### config.mk
export PLATFORM = sky130hd
export DESIGN_NAME = axis_pingpong_scheduler
export DESIGN_NICKNAME = d
export VERILOG_FILES = /design/src/rtl/axis_pingpong_scheduler.sv
export SDC_FILE = /design/constraint.sdc
export NUM_CORES = 1
export LEC_CHECK = 0
export BUFFER_PORTS_ARGS = -buffer_cell sky130_fd_sc_hd__buf_2
export CORE_AREA = 2 2 39 41
export DETAILED_ROUTE_END_ITERATION = 16
export DIE_AREA = 0 0 41 43
export HOLD_SLACK_MARGIN = 0.1
export PLACE_DENSITY = 0.68
export SLEW_MARGIN = 20
export SYNTH_ARGS = -nofsm -noshare
export SYNTH_HDL_FRONTEND = slang
export SYNTH_SLANG_ARGS = --single-unit
### constraint.sdc
create_clock -name aclk -period 1.19 [get_ports aclk]
set_input_delay 0.357 -clock aclk [delete_from_list [all_inputs] [get_ports aclk]]
set_output_delay 0.357 -clock aclk [all_outputs]
set_load 0.005 [all_outputs]
### src/rtl/axis_pingpong_scheduler.sv
// Ping-pong bank scheduler: grants empty BRAM banks to the tile producer and
// hands full banks to the AXI-Stream serializer in fill order. Optional
// statistics counters are compiled in when PP_STATS_EN is defined.
module axis_pingpong_scheduler #(
   parameter int ADDR_WIDTH = 12,
   parameter int FRAME_LEN  = 1024
) (
   input  logic        aclk,
   input  logic        aresetn,
   input  logic        prod_req,
   output logic        prod_grant,
   output logic        prod_bank,
   input  logic        prod_commit,
   output logic        ser_start,
   output logic        ser_bank,
   input  logic        ser_done,
   output logic [1:0]  bank_full,
   output logic        busy
`ifdef PP_STATS_EN
   ,
   output logic [15:0] frames_sent,
   output logic [15:0] stall_cycles
`endif
);

   // Handshake contract: prod_req is a level held until prod_grant; prod_commit
   // and ser_done are single-cycle pulses honoured only while the matching FSM
   // owns a bank (P_FILL / C_DRAIN); ser_start stays high for the whole drain.

   localparam logic [0:0] P_IDLE    = 1'b0;
   localparam logic [0:0] P_FILL    = 1'b1;
   localparam logic [0:0] C_IDLE    = 1'b0;
   localparam logic [0:0] C_DRAIN   = 1'b1;

   localparam logic [1:0] B_EMPTY    = 2'd0;
   localparam logic [1:0] B_FILLING  = 2'd1;
   localparam logic [1:0] B_FULL     = 2'd2;
   localparam logic [1:0] B_DRAINING = 2'd3;

   // The address width and frame length only matter to the muxes and the
   // serializer; reject nonsensical values at elaboration.
   if (ADDR_WIDTH < 1 || FRAME_LEN < 1) begin : g_cfg_check
      $error("axis_pingpong_scheduler: ADDR_WIDTH and FRAME_LEN must be >= 1");
   end

   logic [0:0] p_state_q, p_state_d;
   logic [0:0] c_state_q, c_state_d;
   logic [1:0] bank_q [2];
   logic [1:0] bank_d [2];
   logic       wr_ptr_q, wr_ptr_d;
   logic       rd_ptr_q, rd_ptr_d;
   logic       prod_bank_q, prod_bank_d;
   logic       ser_bank_q, ser_bank_d;
   logic       prod_grant_q, ser_start_q, busy_q;
   logic [1:0] bank_full_q;
   logic       done_acc;
   logic       stall_evt;

   always_comb begin
      p_state_d   = p_state_q;
      c_state_d   = c_state_q;
      bank_d      = bank_q;
      wr_ptr_d    = wr_ptr_q;
      rd_ptr_d    = rd_ptr_q;
      prod_bank_d = prod_bank_q;
      ser_bank_d  = ser_bank_q;
      done_acc    = 1'b0;
      stall_evt   = 1'b0;

      // Decisions read only registered bank state, so a bank freed by ser_done
      // this cycle is granted on the following cycle.
      case (p_state_q)
         P_IDLE: begin
            if (prod_req) begin
               if (bank_q[wr_ptr_q] == B_EMPTY) begin
                  p_state_d         = P_FILL;
                  bank_d[wr_ptr_q]  = B_FILLING;
                  prod_bank_d       = wr_ptr_q;
               end else begin
                  stall_evt = 1'b1;
               end
            end
         end
         P_FILL: begin
            if (prod_commit) begin
               p_state_d            = P_IDLE;
               bank_d[prod_bank_q]  = B_FULL;
               wr_ptr_d             = ~wr_ptr_q;
            end
         end
         default: p_state_d = P_IDLE;
      endcase

      // Commit and done always address different banks, so both writes stand.
      case (c_state_q)
         C_IDLE: begin
            if (bank_q[rd_ptr_q] == B_FULL) begin
               c_state_d        = C_DRAIN;
               bank_d[rd_ptr_q] = B_DRAINING;
               ser_bank_d       = rd_ptr_q;
            end
         end
         C_DRAIN: begin
            if (ser_done) begin
               c_state_d          = C_IDLE;
               bank_d[ser_bank_q] = B_EMPTY;
               rd_ptr_d           = ~rd_ptr_q;
               done_acc           = 1'b1;
            end
         end
         default: c_state_d = C_IDLE;
      endcase
   end

   always_ff @(posedge aclk) begin
      if (!aresetn) begin
         p_state_q    <= P_IDLE;
         c_state_q    <= C_IDLE;
         bank_q[0]    <= B_EMPTY;
         bank_q[1]    <= B_EMPTY;
         wr_ptr_q     <= 1'b0;
         rd_ptr_q     <= 1'b0;
         prod_bank_q  <= 1'b0;
         ser_bank_q   <= 1'b0;
         prod_grant_q <= 1'b0;
         ser_start_q  <= 1'b0;
         bank_full_q  <= 2'b00;
         busy_q       <= 1'b0;
      end else begin
         p_state_q    <= p_state_d;
         c_state_q    <= c_state_d;
         bank_q[0]    <= bank_d[0];
         bank_q[1]    <= bank_d[1];
         wr_ptr_q     <= wr_ptr_d;
         rd_ptr_q     <= rd_ptr_d;
         prod_bank_q  <= prod_bank_d;
         ser_bank_q   <= ser_bank_d;
         prod_grant_q <= (p_state_d == P_FILL);
         ser_start_q  <= (c_state_d == C_DRAIN);
         bank_full_q  <= {(bank_d[1] == B_FULL) || (bank_d[1] == B_DRAINING),
                          (bank_d[0] == B_FULL) || (bank_d[0] == B_DRAINING)};
         busy_q       <= (bank_d[0] != B_EMPTY) || (bank_d[1] != B_EMPTY) ||
                         (p_state_d == P_FILL);
      end
   end

   assign prod_grant = prod_grant_q;
   assign prod_bank  = prod_bank_q;
   assign ser_start  = ser_start_q;
   assign ser_bank   = ser_bank_q;
   assign bank_full  = bank_full_q;
   assign busy       = busy_q;

`ifdef PP_STATS_EN
   logic [15:0] frames_q;
   logic [15:0] stall_q;

   // frames_sent wraps naturally; stall_cycles pins at all-ones.
   always_ff @(posedge aclk) begin
      if (!aresetn) begin
         frames_q <= 16'd0;
         stall_q  <= 16'd0;
      end else begin
         if (done_acc) frames_q <= frames_q + 16'd1;
         if (stall_evt && (stall_q != 16'hFFFF)) stall_q <= stall_q + 16'd1;
      end
   end

   assign frames_sent  = frames_q;
   assign stall_cycles = stall_q;
`else
   logic unused_stats;
   assign unused_stats = done_acc ^ stall_evt;
`endif

endmodule

# Yosys cells after proc, flatten, opt, wreduce, memory -nomap -nowiden
# Index checks and enable logic that the tools add are counted.
dict set report op_classes {
  order_cmp 8
  n_bitwise 17
  muxes 28
  n_reduce_logical 15
  eq_ne 5
}
# operator count
set op_table {}
lappend op_table {{2-to-1 mux 2 bit} 10}
lappend op_table {{2-to-1 mux 4 bit} 5}
lappend op_table {{case mux 4 bit (2 select lines)} 2}
lappend op_table {{equality test 2 bit, second input constant} 5}
lappend op_table {{demux 2 bit (select 1 bit)} 4}
lappend op_table {{>= comparator 2 bit, second input constant} 4}
lappend op_table {{less-than comparator 2 x 1 -> 1 bit, second input constant} 4}
lappend op_table {{NOT 1 -> 2 bit} 4}
lappend op_table {{AND reduction 2 bit} 3}
lappend op_table {{2-to-1 mux 1 bit} 5}
lappend op_table {{bitwise AND 2 bit} 2}
lappend op_table {{bitwise AND 4 bit} 1}
lappend op_table {{logical AND 1 bit} 4}
lappend op_table {{logical OR 1 bit} 4}
lappend op_table {{NOT 1 bit} 4}
lappend op_table {{NOT 2 bit} 2}
lappend op_table {{NOT 4 bit} 1}
lappend op_table {{OR 2 bit} 2}
lappend op_table {{OR 4 bit} 1}
lappend op_table {{case mux 1 bit (2 select lines)} 2}
lappend op_table {{nonzero test 2 bit} 2}
lappend op_table {{AND reduction 3 bit} 1}
lappend op_table {{logical NOT 2 bit} 1}
dict set report totals {
  elab_cells 83
  reg_bits 13
}

# Longest topological paths before layout
# Gate-level depths: netlist (run 1).
dict set report logic_depth {
  ltp_word 16
  depth_mapped 4
  ltp_nobuf 4
}

# Worst setup path before layout (run 1)
# No wires, ideal clock.
dict set report synth_timing {
  path_type {register to register}
  startpoint {register ser_start (netlist name)}
  endpoint {register busy_q (netlist: busy)}
  period_less_slack_ps 1317
  t_arrival_ps 1198
  stages_incl_launch_ff 5
  path_slack_ps -127
  cell_sequence {dfxtp_1 -> and4bb_1 -> a22oi_1 -> a211o_1 -> a211o_1}
}
# element line_no
set synth_lines {}
lappend synth_lines {{to (signal assigned)} 142} ;# busy_q <= (bank_d[0] != B_EMPTY) || (bank_d[1] != B_EMPTY) ||
lappend synth_lines {{to (decl)} 54} ;# logic prod_grant_q, ser_start_q, busy_q;

# Worst setup path in the final report (run 1)
dict set report layout_timing {
  startpoint {register wr_ptr_q}
  endpoint {register busy_q (netlist: busy)}
}
dict set report layout_via {
  elab_chain_cells 16
}
# element line_no
set layout_lines {}
lappend layout_lines {{from (decl)} 50} ;# logic wr_ptr_q, wr_ptr_d;
lappend layout_lines {{from (signal assigned)} 134} ;# wr_ptr_q <= wr_ptr_d;
lappend layout_lines {{NOT 1 -> 2 bit (implied by the code) *} {75, 77}}
lappend layout_lines {{>= comparator 2 bit (implied by the code) / less-than comparator 2 x 1 -> 1 bit (equally long branches)} 77} ;# bank_d[wr_ptr_q] = B_FILLING;
lappend layout_lines {{logical AND 1 bit (implied by the code)} 77}
lappend layout_lines {{2-to-1 mux 2 bit (implied by the code)} 77}
lappend layout_lines {{demux 2 bit (select 1 bit)} 77}
lappend layout_lines {{NOT 2 bit (no line)} n/a}
lappend layout_lines {{bitwise AND 2 bit (no line)} n/a}
lappend layout_lines {{2-to-1 mux 4 bit} 75} ;# if (bank_q[wr_ptr_q] == B_EMPTY) begin
lappend layout_lines {{2-to-1 mux 4 bit} 74} ;# if (prod_req) begin
lappend layout_lines {{case mux 4 bit (2 select lines)} 72} ;# case (p_state_q)
lappend layout_lines {{bitwise AND 4 bit (no line) / OR 4 bit (equally long branches)} n/a}
lappend layout_lines {{2-to-1 mux 4 bit, on equally long branches} {104, 97}}
lappend layout_lines {{case mux 4 bit (2 select lines)} 95} ;# case (c_state_q)
lappend layout_lines {{nonzero test 2 bit} 142}
lappend layout_lines {{logical OR 1 bit} 142}
lappend layout_lines {{logical OR 1 bit *} 142}
# Every way passes the cells marked *; elsewhere a longest branch is shown, timed or not. The select of a mux whose other input is x is not followed.
# A chain may end at the register's enable or synchronous reset.

==> flow_summary.yaml, run 1 <==
status:
  outcome: "finished, violations left"
  violations: "setup timing"
timing:
  max_slew_margin_pct: 81.3
  setup_viol: 6
  rsz0062_at_grt: "true"
  drv_slew: 0
  tightestPinTransition_ps: 276
  period_minus_slack_ps: 1330
  hold_viol_final: 0
  worst_slack_ps: -136
  hold_slack_ps: 367
  fin_crit_sh_pct: 111
  fmax_mhz: 754
  finClkSkew_ps: 6.51
synthesis:
  synth_top_family_by_area: "simple AND/OR/NAND/NOR gates"
  ys_seq_area_share_pct: 45.4
  synth_fp_nets: 64
  synthCells: 59
  ys_ff_latch: 13
  ys_warn_count: 0
  synth-xor-area-share_pct: 3.06
  synth_top_area_share_pct: 45.4
  synth-adder-area-share_pct: 0
  synth-simple-area-share_pct: 26.6
  synth_area_leader_cell: "dfxtp_1"
  synth.area.top_cells: "dfxtp_1, a21oi_1, and4bb_1"
  synth_cell_type_count: 27
  synth_compound_gate_area_share_pct: 22.3
  syn_avg_cell_area_um2: 9.71
  syn_area_um2: 573
  synth.mux.area_fraction_pct: 0
drt:
  ant_nets: 0
  drc: 0
  wire_per_inst_um: 13.8
  via_count: 566
  initialDrtViolationCount: 16
  first_pass_iters: 2
  via_per_inst: 5.29
  wl_um: 1480
cts:
  cts_tree: "yes"
  clk_latency_ps: 290
  clkTransAtPathRegs_ps: 90
  ctsLongestPathBuffers: 2
  numCtsBuffers: 3
  cts_htree_levels: 1
  clockRootBuffer: "clkbuf_4"
  clock-sinks: 13
  hold_buffers: 0
finish:
  multi_input_area_um2: 334
  nFillCells: 128
  finish.net_count: 97
  mostFrequentLayoutCells: "buf_4, buf_2, buf_6, dfxtp_1"
  num_antenna_cells: 0
  drive_gt1_share_pct: 50.5
  mostFrequentLayoutCell: "buf_4"
  syn2layout_area_growth_pct: 55.2
  ff_latch_area_um2: 274
placed_design:
  io_buffers: 11
  hpwlAfterDp_um: 1030
  gp_congestion: 0.775
critical_path:
  arrival_ps: 1560
  path_max_fanout: 4
  startpoint_type: "flop"
  crit_type: "reg2reg"
  cp.required_ps: 1420
  cp-end-kind: "flop"
  critPathLaunch: "wr_ptr_q"
  rr_startpoint: "wr_ptr_q"
die:
  die_x_um: 41
  die_area_um2: 1760
  die_h_um: 43
  std_cell_rows: 14
  io_pins: 12
  coreArea_um2: 1380
  start_util_pct: 41.4
power_and_ir_drop:
  power_density_nw_per_um2: 1170
  peakVddDrop_mv: 0.661
  p_leak_nw: 0.401
  power_mw: 1.04
global_route:
  grt.total_usage_pct: 20.0
  globalRouteOverflowTotal: 0
  grt_pass1_wl_um: 2280
  grt_max_degree: 9
  antenna_found_initial: 0
  grt_pass1_vias: 548
min_path:
  hp-class: "in2reg"
  min_from: "aresetn"
flow_run:
  maxCapViolations: 0
flip-flops by register name, summed over array words and instances (netlist names):
register    cells
bank_full       2
rd_ptr_q        1
prod_grant      1
wr_ptr_q        1
prod_bank       1
ser_bank        1
busy            1
ser_start       1
bank_q          4
synthesized netlist by cell type:
master     n
a211o_1    2
a21boi_1   1
a21oi_1    5
a22oi_1    1
and2_1     2
and4b_1    1
and4bb_1   2
clkbuf_1   1
dfxtp_1   13
inv_1      3
nand2_1    5
nand2b_1   1
nand3_1    2
nand3b_1   2
nor2_1     1
nor2b_1    2
nor4b_1    1
nor4bb_1   1
o211a_1    1
o21a_1     1
o21ai_0    4
o221a_1    1
o221ai_1   1
o22ai_2    1
or3_1      1
or4b_4     1
xnor2_1    2
kinds of logic (layout without fill, tap and decap cells):
group | after synthesis | after routing
compound gates | 18 | 18
xor+xnor | 2 | 2
buf+inv | 4 | 36
flops | 13 | 13
simple gates | 22 | 22
routing by layer:
metal  global-route usage (%)  vias up  part of all wire [%]
li1                         -      287                     -
met1                     22.8      262                    45
met2                     32.5       12                    48
met3                     3.14        5                   3.2
met4                     12.0        0                   3.9
met5                        0        -                     0
area by class of cell:
class	instances	share of cell area [%]
repair buffers	29	25.2
multi-input cells	42	37.6
flip-flops and latches	13	30.8
well taps	16	2.25
clock buffers	4	2.95
inverters	3	1.27
stage by stage:
| stage | std cells | instance area, um^2 | worst slack [ps] | utilization, % | TNS, ps |
|---|---|---|---|---|---|
| after global placement | 101 | 768 | -194 | 55.5 | -649 |
| after floorplan | 59 | 577 | -97.4 | - | -97.4 |
| final | 107 | 890 | -136 | 64.3 | -307 |
| after global routing | 107 | 890 | -191 | 64.3 | -566 |
| after CTS | 107 | 851 | -130 | 61.5 | -398 |
| after detailed placement | 101 | 768 | -210 | 55.5 | -695 |
report_power, final:
part / total [mW] / internal, mW / switching [mW]
Clock: 0.288 / 0.130 / 0.157
Combinational: 0.239 / 0.145 / 0.0939
Sequential: 0.513 / 0.475 / 0.0375
Total: 1.04 / 0.750 / 0.289
critical path, stage by stage (launching register included):
cell and delay (ps):
dfxtp_2 350, or4b_4 560, o22ai_4 140, a211o_1 110, a211o_1 110
worst paths after layout:
check,to,slack [ps],cells past startpoint
max,busy,-140,4
min reg2reg,wr_ptr_q,610,2
min,ser_start,370,2
max reg2reg,busy,-140,4
timing repair:
action	in CTS	in global routing
setup endpoints to repair	9	11
setup buffers	2	0
resized for setup	12	10
pin swaps	3	2
Power figures use the tool's default switching activity.
==> inputs of run 2 (changes only) <==
CELL_PAD_IN_SITES_DETAIL_PLACEMENT = 1   (was unset)
CELL_PAD_IN_SITES_GLOBAL_PLACEMENT = 1   (was unset)
CORE_AREA = unset   (was 2 2 39 41)
CORE_UTILIZATION = 34   (was unset)
DIE_AREA = unset   (was 0 0 41 43)
PLACE_DENSITY = unset   (was 0.68)
PLACE_DENSITY_LB_ADDON = 0.1   (was unset)
==> run 2 against run 1 <==
Compared with the run above: sequential cell count unchanged; non-clock buffer count shrank 1; clock power is 6% lower; the run still ends with setup timing left; worst setup slack improved by 24 ps; wire length rose by 14%; die area is 5.1% higher; critical path depth is the same; register-to-register slack improved by 20 ps; cell area decreased by 0.56%; largest cell class unchanged; clock skew fell by 4.7 ps; sequential share of layout area hardly changed; largest power group unchanged.
==> flow_summary.yaml, run 2 (synthesis results as in run 1) <==
min_path:
  min_from: "aresetn"
  hp-class: "in2reg"
cts:
  cts_htree_levels: 1
  clk_latency_ps: 270
  ctsLongestPathBuffers: 2
  hold_buffers: 0
  numCtsBuffers: 3
  clkTransAtPathRegs_ps: 80
  cts_tree: "yes"
  clockRootBuffer: "clkbuf_4"
  clock-sinks: 13
timing:
  max_slew_margin_pct: 77.8
  period_minus_slack_ps: 1300
  hold_slack_ps: 390
  setup_viol: 6
  drv_slew: 0
  hold_viol_final: 0
  fmax_mhz: 768
  finClkSkew_ps: 1.77
  fin_crit_sh_pct: 109
  tightestPinTransition_ps: 328
  rsz0062_at_grt: "true"
  worst_slack_ps: -112
critical_path:
  cp-end-kind: "flop"
  path_max_fanout: 5
  startpoint_type: "flop"
  slowest_delay_ps: 540
  critical_path.cell_chain: "or4b_4 > o22ai_4 > a211o_1 > a211o_1"
  crit_path_frequent_cell: "a211o_1"
  crit_type: "reg2reg"
  crit_path_top_delay_cell: "or4b_4"
  critPathLaunch: "bank_q[3]"
  arrival_ps: 1520
  rr_startpoint: "bank_q[3]"
  cp.required_ps: 1410
global_route:
  antenna_found_initial: 0
  grt_max_degree: 10
  globalRouteOverflowTotal: 0
  grt_pass1_wl_um: 2860
  grt_pass1_vias: 605
  grt.total_usage_pct: 21.3
drt:
  initialDrtViolationCount: 10
  via_count: 595
  wl_um: 1690
  first_pass_iters: 4
  ant_nets: 0
  via_per_inst: 5.61
  drc: 0
  wire_per_inst_um: 15.9
finish:
  drive_gt1_share_pct: 51.1
  syn2layout_area_growth_pct: 54.4
  fin_util_pct: 57.4
  num_antenna_cells: 0
  regMostFlops: "bank_q"
  mostFrequentLayoutCells: "buf_4, buf_2, dfxtp_1, nand2_1, buf_6"
  mostFrequentLayoutCell: "buf_4"
  nFillCells: 177
  finish.net_count: 96
  largest_register_ffs: 4
flow_run:
  maxCapViolations: 0
power_and_ir_drop:
  p_leak_nw: 0.399
  peakVddDrop_mv: 0.675
  power_density_nw_per_um2: 1180
die:
  start_util_pct: 37.2
  die_area_um2: 1850
  die_x_um: 43.1
  io_pins: 12
  coreArea_um2: 1540
  std_cell_rows: 14
  die_h_um: 43.1
placed_design:
  io_buffers: 11
  gp_congestion: 0.732
  hpwlAfterDp_um: 1120
status:
  violations: "setup timing"
  outcome: "finished, violations left"
[run 2: cell count changes in the layout (fill, tap and decap cells not counted), sizes merged]
cell / before / now
buf: 29 / 28
[run 2: layout make-up]
type	instances	area [um^2]	share of cell area, %
well taps	16	20.0	2.26
inverters	3	11.3	1.27
flip-flops and latches	13	273	30.8
multi-input cells	42	345	39.0
repair buffers	28	209	23.6
clock buffers	4	26.3	2.97
[run 2: power by group]
| group | switching, mW | total [mW] | internal, mW |
|---|---|---|---|
| registers | 0.0436 | 0.520 | 0.477 |
| clock network | 0.140 | 0.270 | 0.130 |
| logic | 0.103 | 0.258 | 0.155 |
| total | 0.287 | 1.05 | 0.761 |
[run 2: worst max-delay path: cells and delay by family, from the launching register on]
family          cells  cell delay [ps]
compound gates      3              350
flops               1              370
simple gates        1              540
[run 2: metrics by stage]
step                setup slack [ps]  area [um^2]  setup TNS (ps)  power, mW  cells
finish                          -112          885            -315       1.05    106
detailed placement              -212          761            -638      0.725    100
CTS                             -117          851            -338       1.03    106
floorplan                      -97.4          577           -97.4      0.626     59
global placement                -182          761            -504      0.720    100
global route                    -196          885            -743       1.11    106
[run 2: metal layers]
layer / up-vias / routed length (um) / global-route usage [%]
li1: 281 / - / -
met1: 292 / 770 / 27.8
met2: 14 / 843 / 34.2
met3: 8 / 46 / 2.55
met4: 0 / 29 / 10.9
met5: - / 0 / 0
[run 2: worst paths after layout]
kind	to	cells past startpoint	slack (ps)
max	busy	4	-110
min	ser_start	2	390
max reg2reg	busy	4	-110
min reg2reg	prod_bank	1	590
[run 2: repair_timing]
action | in CTS | in global routing
endpoints found under the setup margin | 8 | 9
setup buffers | 2 | 0
endpoints found under the hold margin | 0 | 0
resized for setup | 13 | 7
pin swaps | 4 | 1
==> inputs of run 3 (changes only) <==
CAP_MARGIN = 30   (was unset)
GPL_TIMING_DRIVEN = 0   (was unset)
SLEW_MARGIN = 10   (was 20)
==> run 3 against run 2 <==
Compared with the run above: the run still ends with setup timing left; sequential power down 1%; highest routed layer unchanged; non-clock buffer count down 14; core utilization down 11 points; worst hold slack worse by 2.0 ps; sequential cell count unchanged; clock power down 3%; critical endpoint unchanged.
==> flow_summary.yaml, run 3 (synthesis results as in run 1) <==
finish:
  syn2layout_area_growth_pct: 24.0
  mostFrequentLayoutCell: "buf_2"
  finish.net_count: 82
  largest_register_ffs: 4
  num_antenna_cells: 0
  mostFrequentLayoutCells: "buf_2, dfxtp_1, nand2_1, a21oi_1, dfxtp_2"
  regMostFlops: "bank_q"
  fin_cells: 92
  nFillCells: 191
  fin_area_um2: 711
  drive_gt1_share_pct: 34.2
timing:
  period_minus_slack_ps: 1320
  finClkSkew_ps: 2.84
  max_slew_margin_pct: 73.5
  rsz0062_at_grt: "true"
  setup_viol: 5
  hold_viol_final: 0
  drv_slew: 0
  tightestPinTransition_ps: 398
  worst_slack_ps: -130
  fmax_mhz: 758
  fin_crit_sh_pct: 111
global_route:
  globalRouteOverflowTotal: 0
  grt_pass1_wl_um: 2290
  antenna_found_initial: 0
  grt_pass1_vias: 521
  grt.total_usage_pct: 16.8
  grt_max_degree: 11
power_and_ir_drop:
  peakVddDrop_mv: 0.642
  p_leak_nw: 0.311
  power_density_nw_per_um2: 1330
critical_path:
  crit_buf_inv: 0
  critical_path.top_delay_family: "compound AO/OA/AOI/OAI gates"
  startpoint_type: "flop"
  crit_path_top_delay_cell: "dfxtp_4"
  crit_path_frequent_cell: "a211o_1"
  slowest_delay_ps: 350
  cp-end-kind: "flop"
  crit_type: "reg2reg"
  cp.required_ps: 1350
  critical_path.cell_chain: "and4bb_1 > a22oi_1 > a211o_1 > a211o_1"
  path_max_fanout: 4
  arrival_ps: 1480
drt:
  wl_um: 1300
  initialDrtViolationCount: 7
  drc: 0
  wire_per_inst_um: 14.1
  via_count: 505
  first_pass_iters: 4
  via_per_inst: 5.49
  ant_nets: 0
cts:
  numCtsBuffers: 3
  ctsLongestPathBuffers: 2
  clkTransAtPathRegs_ps: 70
  cts_htree_levels: 1
  cts_tree: "yes"
  hold_buffers: 0
  clk_latency_ps: 270
  clockRootBuffer: "clkbuf_4"
  clock-sinks: 13
die:
  die_area_um2: 1850
  coreArea_um2: 1540
  std_cell_rows: 14
  die_x_um: 43.1
  start_util_pct: 37.2
  io_pins: 12
  die_h_um: 43.1
placed_design:
  dp_cells: 86
  io_buffers: 11
  dpl_cell_area_um2: 652
  gp_congestion: 0.727
min_path:
  hp-class: "in2reg"
status:
  outcome: "finished, violations left"
  violations: "setup timing"
flow_run:
  maxCapViolations: 0
## run 3: worst register-to-register path: stages (launching register included)
cell and delay [ps]:
dfxtp_4 350, and4bb_1 250, a22oi_1 80, a211o_1 270, a211o_1 250
## run 3: final timing paths
kind,from,endpoint,slack (ps),cells after the start
hold / removal,aresetn,bank_q[1],390,3
setup / recovery,ser_bank,busy,-130,4
hold reg to reg,bank_q[1],bank_q[1],520,2
setup reg to reg,ser_bank,busy,-130,4
## run 3: power by group
| part | internal [mW] | total, mW | switching [mW] |
|---|---|---|---|
| clock | 0.130 | 0.261 | 0.131 |
| sequential | 0.475 | 0.514 | 0.0394 |
| combinational | 0.0943 | 0.167 | 0.0726 |
## run 3: per-stage QoR
stage | hold WS, ps | setup slack, ps | utilization [%] | TNS [ps] | power (mW)
after floorplan | 486 | -97.4 | - | -97.4 | 0.626
after global placement | 539 | -254 | 42.3 | -514 | 0.684
after detailed placement | 540 | -250 | 42.3 | -632 | 0.687
after CTS | 373 | -137 | 45.0 | -248 | 0.951
after global routing | 408 | -174 | 46.1 | -538 | 0.999
final | 388 | -130 | 46.1 | -214 | 0.942
## run 3: routing by layer
metal,track usage [%],part of all wire (%)
met2,27.3,48
met3,6.38,5.0
met5,0,0
met4,3.64,1.0
met1,21.3,46
## run 3: cell type report
| type | count | area (um^2) | area share, % |
|---|---|---|---|
| Multi-Input combinational cell | 42 | 307 | 43.1 |
| Sequential cell | 13 | 273 | 38.4 |
| Timing Repair Buffer | 13 | 70.1 | 9.86 |
| Clock buffer | 4 | 26.3 | 3.70 |
| Tap cell | 16 | 20.0 | 2.82 |
| Inverter | 3 | 11.3 | 1.58 |
| Buffer | 1 | 3.75 | 0.528 |
## run 3: timing repair
item | 4_1_cts | 5_1_grt
setup endpoints to repair | 5 | 8
pin swaps | 2 | 1
gates resized for setup | 5 | 3
setup buffers | 1 | 1
